[src/rtl/pixel_scan_controller.sv]
// Raster scan controller: on start, walks a IMG_W x IMG_H frame in row-major
// order, issuing one pixel strobe every DIV clocks (held off by stall), with
// column/row/linear-address outputs and sof/eol/eof framing flags.
//
// Ports:
//   clk     in   rising-edge clock
//   RESET   in   asynchronous active-low reset
//   start   in   frame request, sampled only while idle
//   stall   in   downstream hold; defers the pending pixel strobe
//   pix_en  out  one-cycle pixel strobe
//   col     out  column of strobed pixel   [COL_W]
//   row     out  row of strobed pixel      [ROW_W]
//   addr    out  linear pixel address      [ADDR_W]
//   sof     out  first pixel of frame (with pix_en)
//   eol     out  last pixel of line (with pix_en)
//   eof     out  last pixel of frame (with pix_en)
//   busy    out  frame in progress
//   done    out  one-cycle frame completion pulse
module pixel_scan_controller #(
   parameter int unsigned IMG_W  = 256,
   parameter int unsigned IMG_H  = 256,
   parameter int unsigned DIV    = 3,
   parameter int unsigned COL_W  = 8,
   parameter int unsigned ROW_W  = 8,
   parameter int unsigned ADDR_W = 16
) (
   input  logic              clk,
   input  logic              RESET,
   input  logic              start,
   input  logic              stall,
   output logic              pix_en,
   output logic [COL_W-1:0]  col,
   output logic [ROW_W-1:0]  row,
   output logic [ADDR_W-1:0] addr,
   output logic              sof,
   output logic              eol,
   output logic              eof,
   output logic              busy,
   output logic              done
);

   localparam int unsigned DIV_W = (DIV > 1) ? $clog2(DIV) : 1;

   typedef enum logic [1:0] {
      IDLE = 2'd0,
      SCAN = 2'd1,
      DONE = 2'd2
   } state_t;

   state_t              state, state_nx;
   logic [DIV_W-1:0]    div_cnt, div_cnt_nx;
   // coordinate of the next pixel to be strobed
   logic [COL_W-1:0]    ncol, ncol_nx;
   logic [ROW_W-1:0]    nrow, nrow_nx;
   logic [ADDR_W-1:0]   naddr, naddr_nx;
   logic [COL_W-1:0]    col_nx;
   logic [ROW_W-1:0]    row_nx;
   logic [ADDR_W-1:0]   addr_nx;
   logic                pix_en_nx, sof_nx, eol_nx, eof_nx, busy_nx, done_nx;
   logic                last_col, last_row, div_wrap;

   assign last_col = (ncol == COL_W'(IMG_W - 1));
   assign last_row = (nrow == ROW_W'(IMG_H - 1));
   assign div_wrap = (div_cnt == DIV_W'(DIV - 1));

   // Next-state and next-output logic
   always_comb begin
      state_nx   = state;
      div_cnt_nx = div_cnt;
      ncol_nx    = ncol;
      nrow_nx    = nrow;
      naddr_nx   = naddr;
      col_nx     = col;
      row_nx     = row;
      addr_nx    = addr;
      pix_en_nx  = 1'b0;
      sof_nx     = 1'b0;
      eol_nx     = 1'b0;
      eof_nx     = 1'b0;
      busy_nx    = busy;
      done_nx    = 1'b0;

      case (state)
         IDLE: begin
            if (start) begin
               state_nx   = SCAN;
               busy_nx    = 1'b1;
               div_cnt_nx = '0;
               ncol_nx    = '0;
               nrow_nx    = '0;
               naddr_nx   = '0;
            end
         end
         SCAN: begin
            if (!div_wrap) begin
               div_cnt_nx = div_cnt + DIV_W'(1);
            end else if (!stall) begin
               // stall only matters once the strobe is due; div_cnt holds meanwhile
               pix_en_nx  = 1'b1;
               col_nx     = ncol;
               row_nx     = nrow;
               addr_nx    = naddr;
               sof_nx     = (naddr == '0);
               eol_nx     = last_col;
               eof_nx     = last_col && last_row;
               div_cnt_nx = '0;
               naddr_nx   = naddr + ADDR_W'(1);
               if (last_col) begin
                  ncol_nx = '0;
                  nrow_nx = nrow + ROW_W'(1);
               end else begin
                  ncol_nx = ncol + COL_W'(1);
               end
               if (last_col && last_row) begin
                  state_nx = DONE;
               end
            end
         end
         DONE: begin
            done_nx  = 1'b1;
            busy_nx  = 1'b0;
            state_nx = IDLE;
         end
         default: begin
            state_nx = IDLE;
         end
      endcase
   end

   // State and output registers
   always_ff @(posedge clk or negedge RESET) begin
      if (!RESET) begin
         state   <= IDLE;
         div_cnt <= '0;
         ncol    <= '0;
         nrow    <= '0;
         naddr   <= '0;
         col     <= '0;
         row     <= '0;
         addr    <= '0;
         pix_en  <= 1'b0;
         sof     <= 1'b0;
         eol     <= 1'b0;
         eof     <= 1'b0;
         busy    <= 1'b0;
         done    <= 1'b0;
      end else begin
         state   <= state_nx;
         div_cnt <= div_cnt_nx;
         ncol    <= ncol_nx;
         nrow    <= nrow_nx;
         naddr   <= naddr_nx;
         col     <= col_nx;
         row     <= row_nx;
         addr    <= addr_nx;
         pix_en  <= pix_en_nx;
         sof     <= sof_nx;
         eol     <= eol_nx;
         eof     <= eof_nx;
         busy    <= busy_nx;
         done    <= done_nx;
      end
   end

endmodule
[config.mk]
export PLATFORM = sky130hd
export DESIGN_NAME = pixel_scan_controller
export DESIGN_NICKNAME = d
export VERILOG_FILES = /design/src/rtl/pixel_scan_controller.sv
export SDC_FILE = /design/constraint.sdc
export NUM_CORES = 1
export LEC_CHECK = 0
export ABC_CLOCK_PERIOD_IN_PS = 4490
export BUFFER_PORTS_ARGS = -buffer_cell sky130_fd_sc_hd__buf_4
export CAP_MARGIN = 25
export CORE_ASPECT_RATIO = 0.75
export CORE_UTILIZATION = 50
export DETAILED_ROUTE_END_ITERATION = 12
export GPL_TIMING_DRIVEN = 0
export PLACE_DENSITY_LB_ADDON = 0.3
export SETUP_SLACK_MARGIN = 0.4
export SLEW_MARGIN = 20
export SYNTH_ARGS = -nofsm -noshare
export SYNTH_HDL_FRONTEND = slang
export SYNTH_SLANG_ARGS = --single-unit
[constraint.sdc]
create_clock -name clk -period 4.49 [get_ports clk]
set_input_delay 0.449 -clock clk [delete_from_list [all_inputs] [get_ports clk]]
set_output_delay 0.449 -clock clk [all_outputs]
set_load 0.005 [all_outputs]
==> results of run 1 <==
[report_power, final]
| group | internal (mW) | switching (mW) | total [mW] |
|---|---|---|---|
| Combinational | 0.210 | 0.225 | 0.435 |
| Sequential | 0.796 | 0.0994 | 0.895 |
| Clock | 0.214 | 0.253 | 0.467 |
[layout by cell type, fill, tap and decap left out, types with 3 or more instances in the layout]
master | netlist | routed
dfrtp_1 | 74 | 74
nor4_1 | 5 | 5
xor2_1 | 3 | 3
nand2b_1 | 5 | 5
clkinvlp_4 | 0 | 5
nand4_1 | 5 | 5
nand3_1 | 11 | 11
a21oi_1 | 15 | 15
nor3_1 | 3 | 3
and3_1 | 4 | 4
xnor2_1 | 6 | 6
inv_1 | 9 | 9
o31ai_1 | 6 | 6
nor2_1 | 13 | 13
and4_1 | 4 | 4
nand2_1 | 103 | 103
clkbuf_8 | 0 | 10
buf_4 | 0 | 41
ha_1 | 4 | 4
or3_1 | 6 | 6
or4_1 | 5 | 5
o21ai_0 | 15 | 15
clkbuf_1 | 16 | 16
[worst max path at each step]
| stage | cells past startpoint | from | slack, ns | endpoint |
|---|---|---|---|---|
| after detailed placement | 7 | stall | 2.18 | addr[14] |
| after CTS | 6 | div_cnt[0] | 2.26 | addr[14] |
| after global placement | 7 | stall | 2.19 | ncol[7] |
| after floorplan | 4 | stall | 2.60 | naddr[15] |
| after global routing | 6 | div_cnt[0] | 2.04 | ncol[7] |
| final | 6 | div_cnt[0] | 2.24 | ncol[7] |
[metal layers]
layer  share of wire, %  vias up  GRT usage [%]
met5                  0        -              0
met1                 49     1275          34.78
li1                   -     1305              -
met4                1.3        0          7.629
met3                6.3        8          6.499
met2                 43       73          32.23
[stage by stage]
stage | hold slack (ns) | utilization, %
floorplan | 0.1534 | -
global placement | 0.4606 | 58.64
detailed placement | 0.4643 | 58.64
CTS | 0.2634 | 61.48
global route | 0.04806 | 61.79
finish | 0.03464 | 61.79
[kinds of logic (layout without fill, tap and decap cells)]
kind of cell | after synthesis | in the layout | synth area share [%]
simple gates | 178 | 178 | 25.67
flops | 74 | 74 | 55.87
compound gates | 55 | 55 | 10.61
buf+inv | 26 | 84 | 2.982
xor+xnor | 9 | 9 | 2.378
fa+ha+maj | 4 | 4 | 1.510
mux | 3 | 3 | 0.9815
[worst max-delay path, delay by kind of cell, from the launching register on]
| kind | cells | cell delay, ns |
|---|---|---|
| AO/OA/AOI/OAI | 1 | 0.16 |
| AND/OR/NAND/NOR | 3 | 0.90 |
| flip-flops | 1 | 0.45 |
| buffers and inverters | 2 | 0.67 |
[cell type report]
cell class,instances,area [um^2],area share [%]
Clock buffer,10,137.6,3.508
Timing Repair Buffer,42,327.8,8.355
Buffer,17,65.06,1.658
Multi-Input combinational cell,249,1364,34.76
Sequential cell,74,1852,47.19
Clock inverter,6,42.54,1.084
Inverter,9,33.78,0.8610
Tap cell,81,101.3,2.583
[state kept, by name, summed over array words and instances (netlist names), 2 cells and up]
register,cells
addr,16
row,8
col,8
ncol,8
naddr,16
state,2
nrow,8
div_cnt,2
==> summary.md, run 1 <==
| Metric | Value |
|---|---|
| Detail Route Antenna Nets | `0` |
| Area growth syn-to-layout | `18.38%` |
| CP max stage delay | `0.52 ns` |
| H-tree Lvls | `3` |
| Reg2reg start | `div_cnt[0]` |
| Vias in the first global route | `2354` |
| Routed vias/inst | `5.453` |
| Clk slew on worst S/H paths | `0.08 ns` |
| Largest net degree at the start of global routing | `75` |
| Max Freq | `444.5 MHz` |
| Yosys top cell area share | `55.87%` |
| Post-placement cell area | `3724 um^2` |
| Top_reg_cell synth | `dfrtp_1` |
| DP Cell Count | `471` |
| Antenna violations before repair | `0` |
| Fin cells | `488` |
| Share of cells above drive strength 1 | `15.97%` |
| CTS tree | `yes` |
| Number of fill cells | `537` |
| Worst-case clock buffer depth | `2` |
| Area of the core | `6350 um^2` |
| P per Cell Area | `458.0 nW/um^2` |
| Slew headroom | `59.03%` |
| Setup bufs post-CTS | `0` |
| Register-to-Register Path Depth | `6` |
| Setup Crit Path Kind | `flip-flop to flip-flop` |
| Drt pass-1 iters | `4` |
| Root buffer cell | `clkbuf_8` |
| Gate Count Post-Synth | `349` |
| Fin. Hold Viols | `0` |
| Cell chain of the critical path | `nor3b_1, nand2_1, inv_1, clkbuf_1, o211ai_1, nand3_1` |
| Diode count | `0` |
| Netlist cell types | `48` |
| CP max-delay cell | `nor3b_1` |
| RR Endpoint | `ncol[7]` |
| Initial Utilization | `52.20%` |
| Max-cap viol count | `0` |
| Most instantiated cells after synthesis | `nand2_1, dfrtp_1, clkbuf_1, a21oi_1, o21ai_0` |
| Drt wl/cell | `14.85 um` |
| Most frequent cell after synthesis | `nand2_1` |
| Detail Placement HPWL | `4993 um` |
| Clk Latency, worst-skew pair | `0.36 ns` |
| Critical path arrival | `2.54 ns` |
| Maximum vdd drop | `0.3203 mV` |
| GRT Residual Overflow | `0` |
| Area leader, netlist | `dfrtp_1` |
| Shortest period the worst path allows | `2.250 ns` |
| Core Rows | `25` |
| CP max FO | `10` |
| Share of flip-flops with an asynchronous set or reset | `100.0%` |
| Power after layout | `1.797 mW` |
| Clk sink count | `74` |
| Ys Warns | `0` |
| CP Launch Type | `flip-flop` |
| FF-to-FF setup slack | `2.24 ns` |
| Ports | `42` |
| Chip width | `96.02 um` |
| Synthesized cell area | `3314 um^2` |
| Via Count | `2661` |
| Dpl ws | `2.184 ns` |
| Final setup viols | `0` |
| Worst Setup End Kind | `flip-flop` |
| Die Y | `72.51 um` |
| Hold buffer count at cts | `0` |
| Fin crit share | `50.11%` |
| Setup TNS | `0 ns` |
| Seq/Total Area, Yosys | `55.87%` |
| Synthesized area per cell | `9.497 um^2` |
| Number of I/O port buffers | `41` |
| GP Congestion | `0.8602` |
| Drt initial violations | `224` |
| Setup WS post-layout | `2.240 ns` |
| Number of flops mapped to enable cells by yosys | `0` |
| Status | `finished clean` |
| First-pass GRT wire length | `11830 um` |
| Post-cts sizing count | `0` |
| Worst Hold Class | `input pin to asynchronous set/reset pin` |
| DIE AREA | `6962 um^2` |
| Inserted Clock Buffers | `9` |
| Design Area, Final | `3924 um^2` |
| Leakage | `1.891 nW` |
| Total track usage | `23.17%` |
| DRC viols | `0` |
| Final WL | `7247 um` |
| Number of synthesized register bits | `74` |
| Final Max Tran Viols | `0` |
| Synth top area cells | `dfrtp_1, nand2_1, a21oi_1` |
| Syn Nets | `357` |
| Pin slew with the least headroom to its limit | `0.5990 ns` |
| Clock skew | `0.008144 ns` |
| Nets | `410` |
| RSZ-0062 raised after global routing | `no` |
| Crit path required time | `4.78 ns` |
(Power assumes the default switching activity.)
==> run 2, diff against run 1 <==
- ABC_CLOCK_PERIOD_IN_PS: 4490 -> 2200
- clock period: 4.49 -> 2.2 ns (I/O delays scaled with it)
==> run 2 against run 1 <==
  * The run now ends with hold timing left
  * Via count is 6.1% higher
  * Die area stayed put
  * Worst hold slack got worse by 0.052 ns
  * Cell count is 2.7% higher
  * Largest power group unchanged
==> summary.md, run 2 (synthesis gave the netlist of run 1 again) <==
| Metric | Value |
|---|---|
| Chip width | `96.02 um` |
| Drt wl/cell | `16.06 um` |
| Nets | `424` |
| Critical path arrival | `2.16 ns` |
| Maximum vdd drop | `0.4962 mV` |
| Total track usage | `24.85%` |
| Ports | `42` |
| Vias in the first global route | `2568` |
| Detail Placement HPWL | `4797 um` |
| Diode count | `0` |
| Failing checks | `hold timing` |
| DRC viols | `0` |
| Root buffer cell | `clkbuf_8` |
| First-pass GRT wire length | `12790 um` |
| Status | `finished, violations left` |
| Drt initial violations | `251` |
| Most frequent cells in the layout | `nand2_1, dfrtp_1, buf_4, o21ai_0, nor2_1` |
| Fin. Hold Viols | `16` |
| Antenna violations before repair | `0` |
| Clk Latency, worst-skew pair | `0.36 ns` |
| Most common cell after layout, fill and taps aside | `nand2_1` |
| Clock skew | `0.01309 ns` |
| Fin cells | `501` |
| Worst Hold Class | `input pin to asynchronous set/reset pin` |
| Area of the core | `6350 um^2` |
| GP Congestion | `0.8721` |
| Routed vias/inst | `5.637` |
| Power after layout | `4.129 mW` |
| Leakage | `2.047 nW` |
| Worst Setup End Kind | `flip-flop` |
| DP Cell Count | `471` |
| CTS tree | `yes` |
| CP max FO | `4` |
| Max Freq | `520.4 MHz` |
| Area growth syn-to-layout | `27.14%` |
| Crit path required time | `2.44 ns` |
| Drt pass-1 iters | `5` |
| DIE AREA | `6962 um^2` |
| RSZ-0062 raised after global routing | `yes` |
| Max-cap viol count | `0` |
| Final Max Tran Viols | `0` |
| GRT Residual Overflow | `0` |
| Setup TNS | `0 ns` |
| Number of I/O port buffers | `41` |
| H-tree Lvls | `3` |
| Shortest period the worst path allows | `1.922 ns` |
| Setup Crit Path Kind | `flip-flop to flip-flop` |
| CP Launch Type | `flip-flop` |
| Core Rows | `25` |
| P per Cell Area | `979.9 nW/um^2` |
| Via Count | `2824` |
| Largest net degree at the start of global routing | `75` |
| Number of fill cells | `520` |
| Pin slew with the least headroom to its limit | `0.9100 ns` |
| Worst-case clock buffer depth | `2` |
| Detail Route Antenna Nets | `0` |
| Share of cells above drive strength 1 | `27.14%` |
| Inserted Clock Buffers | `9` |
| Clk slew on worst S/H paths | `0.08 ns` |
| Top Registers | `addr x16, naddr x16` |
| Clk sink count | `74` |
| Initial Utilization | `52.20%` |
| Die Y | `72.51 um` |
| Fin crit share | `87.35%` |
| Final WL | `8046 um` |
| Final setup viols | `0` |
| Min Hold Slack | `-0.01737 ns` |
| Slew headroom | `39.33%` |
run 2: cell count changes in the layout (fill, tap and decap cells not counted), moves of 3 or more:
| cell | change |
|---|---|
| dfrtp_1 | -4 |
| clkbuf_4 | +3 |
| a21oi_2 | +4 |
| clkbuf_2 | +8 |
| clkbuf_1 | -14 |
| a21oi_1 | -4 |
| clkinvlp_4 | -4 |
| dfrtp_2 | +4 |
| bufinv_16 | +3 |
| buf_4 | +15 |
run 2: layout make-up:
type                            instances  area [um^2]  area share (%)
Multi-Input combinational cell        249         1465           34.77
Timing Repair Buffer                   56        424.2           10.07
Sequential cell                        74         1857           44.06
Clock buffer                           10        137.6           3.266
Clock inverter                          5        102.6           2.435
Tap cell                               81        101.3           2.405
Inverter                                9        33.78          0.8017
Buffer                                 17        92.59           2.197
run 2: path summary, 6_finish.rpt:
kind / to / from / cells after the start / slack (ns)
min in group clk: busy / start / 3 / 0.25
hold / removal: addr[11] / RESET / 1 / -0.02
setup reg to reg: naddr[8] / state[1] / 6 / 0.28
setup / recovery: naddr[8] / state[1] / 6 / 0.28
hold reg to reg: row[2] / row[2] / 2 / 0.48
max in group asynchronous: state[1] / RESET / 1 / 1.57
run 2: worst max-delay path, stage by stage, from the launching register on:
cell and delay (ns):
dfrtp_2 0.43, buf_4 0.15, nand4b_1 0.22, buf_4 0.19, a2111oi_1 0.57, xnor2_1 0.19
nor2_1 0.07
run 2: metal layers:
layer	vias to the layer above	GRT usage (%)	share of wire [%]
li1	1339	-	-
met1	1354	34.93	46
met2	117	35.38	44
met5	-	0	0
met4	0	10.78	1.7
met3	14	7.757	8.2
run 2: where the power goes:
part / internal, mW / switching (mW) / total (mW)
registers: 1.63 / 0.199 / 1.83
logic: 0.520 / 0.511 / 1.03
clock network: 0.775 / 0.495 / 1.27
total: 2.92 / 1.21 / 4.13
run 2: what timing repair did:
item                       4_1_cts  5_1_grt
pin swaps                        1        4
setup endpoints to repair       60       59
resized for setup               19       39
hold buffers                     0        0
buffers inserted                 9        6
run 2: per-stage QoR:
step	setup WS [ns]	utilization, %	area (um^2)
3_3_place_gp	0.1415	58.64	3724
2_1_floorplan	0.4594	-	3314
3_5_place_dp	0.1291	58.64	3724
5_1_grt	0.2705	66.36	4214
6_report	0.2783	66.36	4214
4_1_cts	0.3637	64.18	4075
==> run 3, diff against run 2 <==
- ABC_CLOCK_PERIOD_IN_PS: 2200 -> 1900
- clock period: 2.2 -> 1.9 ns (I/O delays scaled with it)
==> run 3 against run 2 <==
  * The flow still finishes with violations (hold timing)
  * Cell count is 7.2% higher
  * Maximum frequency is 2.7% higher
  * Worst setup slack worse by 0.25 ns
  * Design area is 19% higher
  * Critical path depth is 2 lower
  * Total power is 33% higher
  * Combinational power is 95% higher
  * First-iteration DRC count is 41% higher
  * Global-route usage is 3.8 points higher
  * Flip-flop and latch count stayed put
  * Die area stayed put
  * Largest cell class unchanged
==> summary.md, run 3 (synthesis gave the netlist of run 1 again) <==
| Metric | Value |
|---|---|
| GP Congestion | `0.8893` |
| Shortest period the worst path allows | `1.871 ns` |
| Final Max Tran Viols | `0` |
| Max-cap viol count | `0` |
| Total track usage | `28.65%` |
| Clk Latency, worst-skew pair | `0.36 ns` |
| Status | `finished, violations left` |
| Sw Ratio | `32.83%` |
| GRT Residual Overflow | `0` |
| Critical path arrival | `2.16 ns` |
| Setup WS post-layout | `0.02944 ns` |
| WL met2 | `5185 um` |
| Drt wl/cell | `20.50 um` |
| Max Freq | `534.6 MHz` |
| Via Count | `3308` |
| Drt initial violations | `355` |
| Largest net degree at the start of global routing | `75` |
| Max Used Layer | `met4` |
| Share of cells above drive strength 1 | `44.52%` |
| DRC viols | `0` |
| Inserted Clock Buffers | `9` |
| Number of fill cells | `370` |
| CP max-delay cell | `or3b_4` |
| Clk sink count | `74` |
| Worst-case clock buffer depth | `2` |
| Worst Setup End Kind | `flip-flop` |
| Area of the core | `6350 um^2` |
| Routed vias/inst | `6.160` |
| Sw Pwr | `1.800 mW` |
| Dpl ws | `-0.1912 ns` |
| Ports | `42` |
| Diode count | `0` |
| FF/Latch Area | `1854 um^2` |
| Area growth syn-to-layout | `51.57%` |
| Most frequent cells in the layout | `nand2_1, dfrtp_1, buf_4, buf_6, nand2_2` |
| Area occupied by multi-input gates | `1785 um^2` |
| Core Rows | `25` |
| Final setup viols | `0` |
| CP max FO | `6` |
| DP Cell Count | `471` |
| Met1 Wirelength | `4408 um` |
| Fin. Hold Viols | `32` |
| Setup Crit Path Kind | `flip-flop to flip-flop` |
| Number of I/O port buffers | `41` |
| Maximum vdd drop | `0.8226 mV` |
| Comb power frac | `36.7%` |
| Worst Hold Class | `input pin to asynchronous set/reset pin` |
| Fin crit share | `98.45%` |
| Slew headroom | `36.47%` |
| P per Cell Area | `1092 nW/um^2` |
| Cell chain of the critical path | `or3b_4, or3_4, or4_4, a21oi_2` |
| Design Area, Final | `5024 um^2` |
| Sequential share of power | `39.2%` |
| Root buffer cell | `clkbuf_8` |
| Power after layout | `5.484 mW` |
| Most common cell after layout, fill and taps aside | `nand2_1` |
| Leakage | `2.368 nW` |
| Clk pwr share | `24.1%` |
| Drt pass-1 iters | `5` |
| Hold buffer count at cts | `0` |
| Detail Placement HPWL | `5049 um` |
| RSZ-0062 raised after global routing | `yes` |
| H-tree Lvls | `3` |
| Initial Utilization | `52.20%` |
| CTS tree | `yes` |
| Clk slew on worst S/H paths | `0.07 ns` |
| CP Launch Type | `flip-flop` |
| Die Y | `72.51 um` |
| Failing checks | `hold timing` |
| Antenna violations before repair | `0` |
| Chip width | `96.02 um` |
| Met3 WL | `917 um` |
| Detail Route Antenna Nets | `0` |
| Clock skew | `0.007508 ns` |
| First-pass GRT wire length | `14620 um` |
| Nets | `460` |
| Crit-path leading delay family | `simple AND/OR/NAND/NOR gates` |
| Top Registers | `addr x16, naddr x16` |
| Final WL | `11010 um` |
| Post-placement cell area | `3731 um^2` |
| Crit path required time | `2.19 ns` |
| CP max stage delay | `0.44 ns` |
| WP buf/inv | `0` |
| DIE AREA | `6962 um^2` |
| Fin cells | `537` |
| Pin slew with the least headroom to its limit | `0.9530 ns` |
| Min Hold Slack | `-0.05367 ns` |
| Int Pwr | `3.684 mW` |
| Vias in the first global route | `2973` |
## run 3: cell count changes in the layout (fill, tap and decap cells not counted), sizes merged
cell / change
buf: +41
clkbuf: -5
bufinv: -1
clkinvlp: +1
## run 3: per-layer routing
layer	GRT usage, %	up-vias
li1	-	1411
met1	37.71	1629
met2	44.60	218
met3	7.233	50
met4	13.27	0
met5	0	-
## run 3: cell type report
cell class	count	area share (%)
multi-input cells	249	35.54
plain buffers	17	4.085
well taps	81	2.017
clock buffers	10	2.540
clock inverters	5	1.594
flip-flops and latches	74	36.91
inverters	9	0.8219
repair buffers	92	16.49
## run 3: worst paths after layout
path | endpoint | slack [ns] | start | cells past startpoint
worst max-delay path | naddr[15] | 0.03 | div_cnt[0] | 4
worst min-delay path | addr[13] | -0.05 | RESET | 1
worst max register to register | naddr[15] | 0.03 | div_cnt[0] | 4
worst min register to register | row[4] | 0.48 | row[4] | 2
max in group asynchronous | state[1] | 1.26 | RESET | 1
min in group clk | div_cnt[0] | 0.27 | start | 4
## run 3: power groups by stage
stage	registers (mW)	logic [mW]	clock network, mW
floorplan	2.12	0.532	0
global placement	2.12	1.01	0
detailed placement	2.13	1.04	0
CTS	2.08	1.40	1.33
global route	2.18	2.14	1.40
finish	2.15	2.01	1.32
## run 3: what timing repair did
| item | in CTS | in global routing |
|---|---|---|
| gates cloned | 1 | 3 |
| endpoints found under the setup margin | 69 | 70 |
| pin swaps | 13 | 54 |
| resized for setup | 80 | 116 |
| setup buffers | 34 | 13 |
## run 3: worst reg2reg max path, cell delays in order (launching register included)
cell and delay (ns):
dfrtp_1 0.41, or3b_4 0.44, or3_4 0.38, or4_4 0.44
a21oi_2 0.14
## run 3: per-stage QoR
step	TNS [ns]	util (%)
2_1_floorplan	0	-
3_3_place_gp	-3.729	58.76
4_1_cts	0	70.62
6_report	0	79.11
3_5_place_dp	-4.592	58.76
5_1_grt	-0.09718	79.11
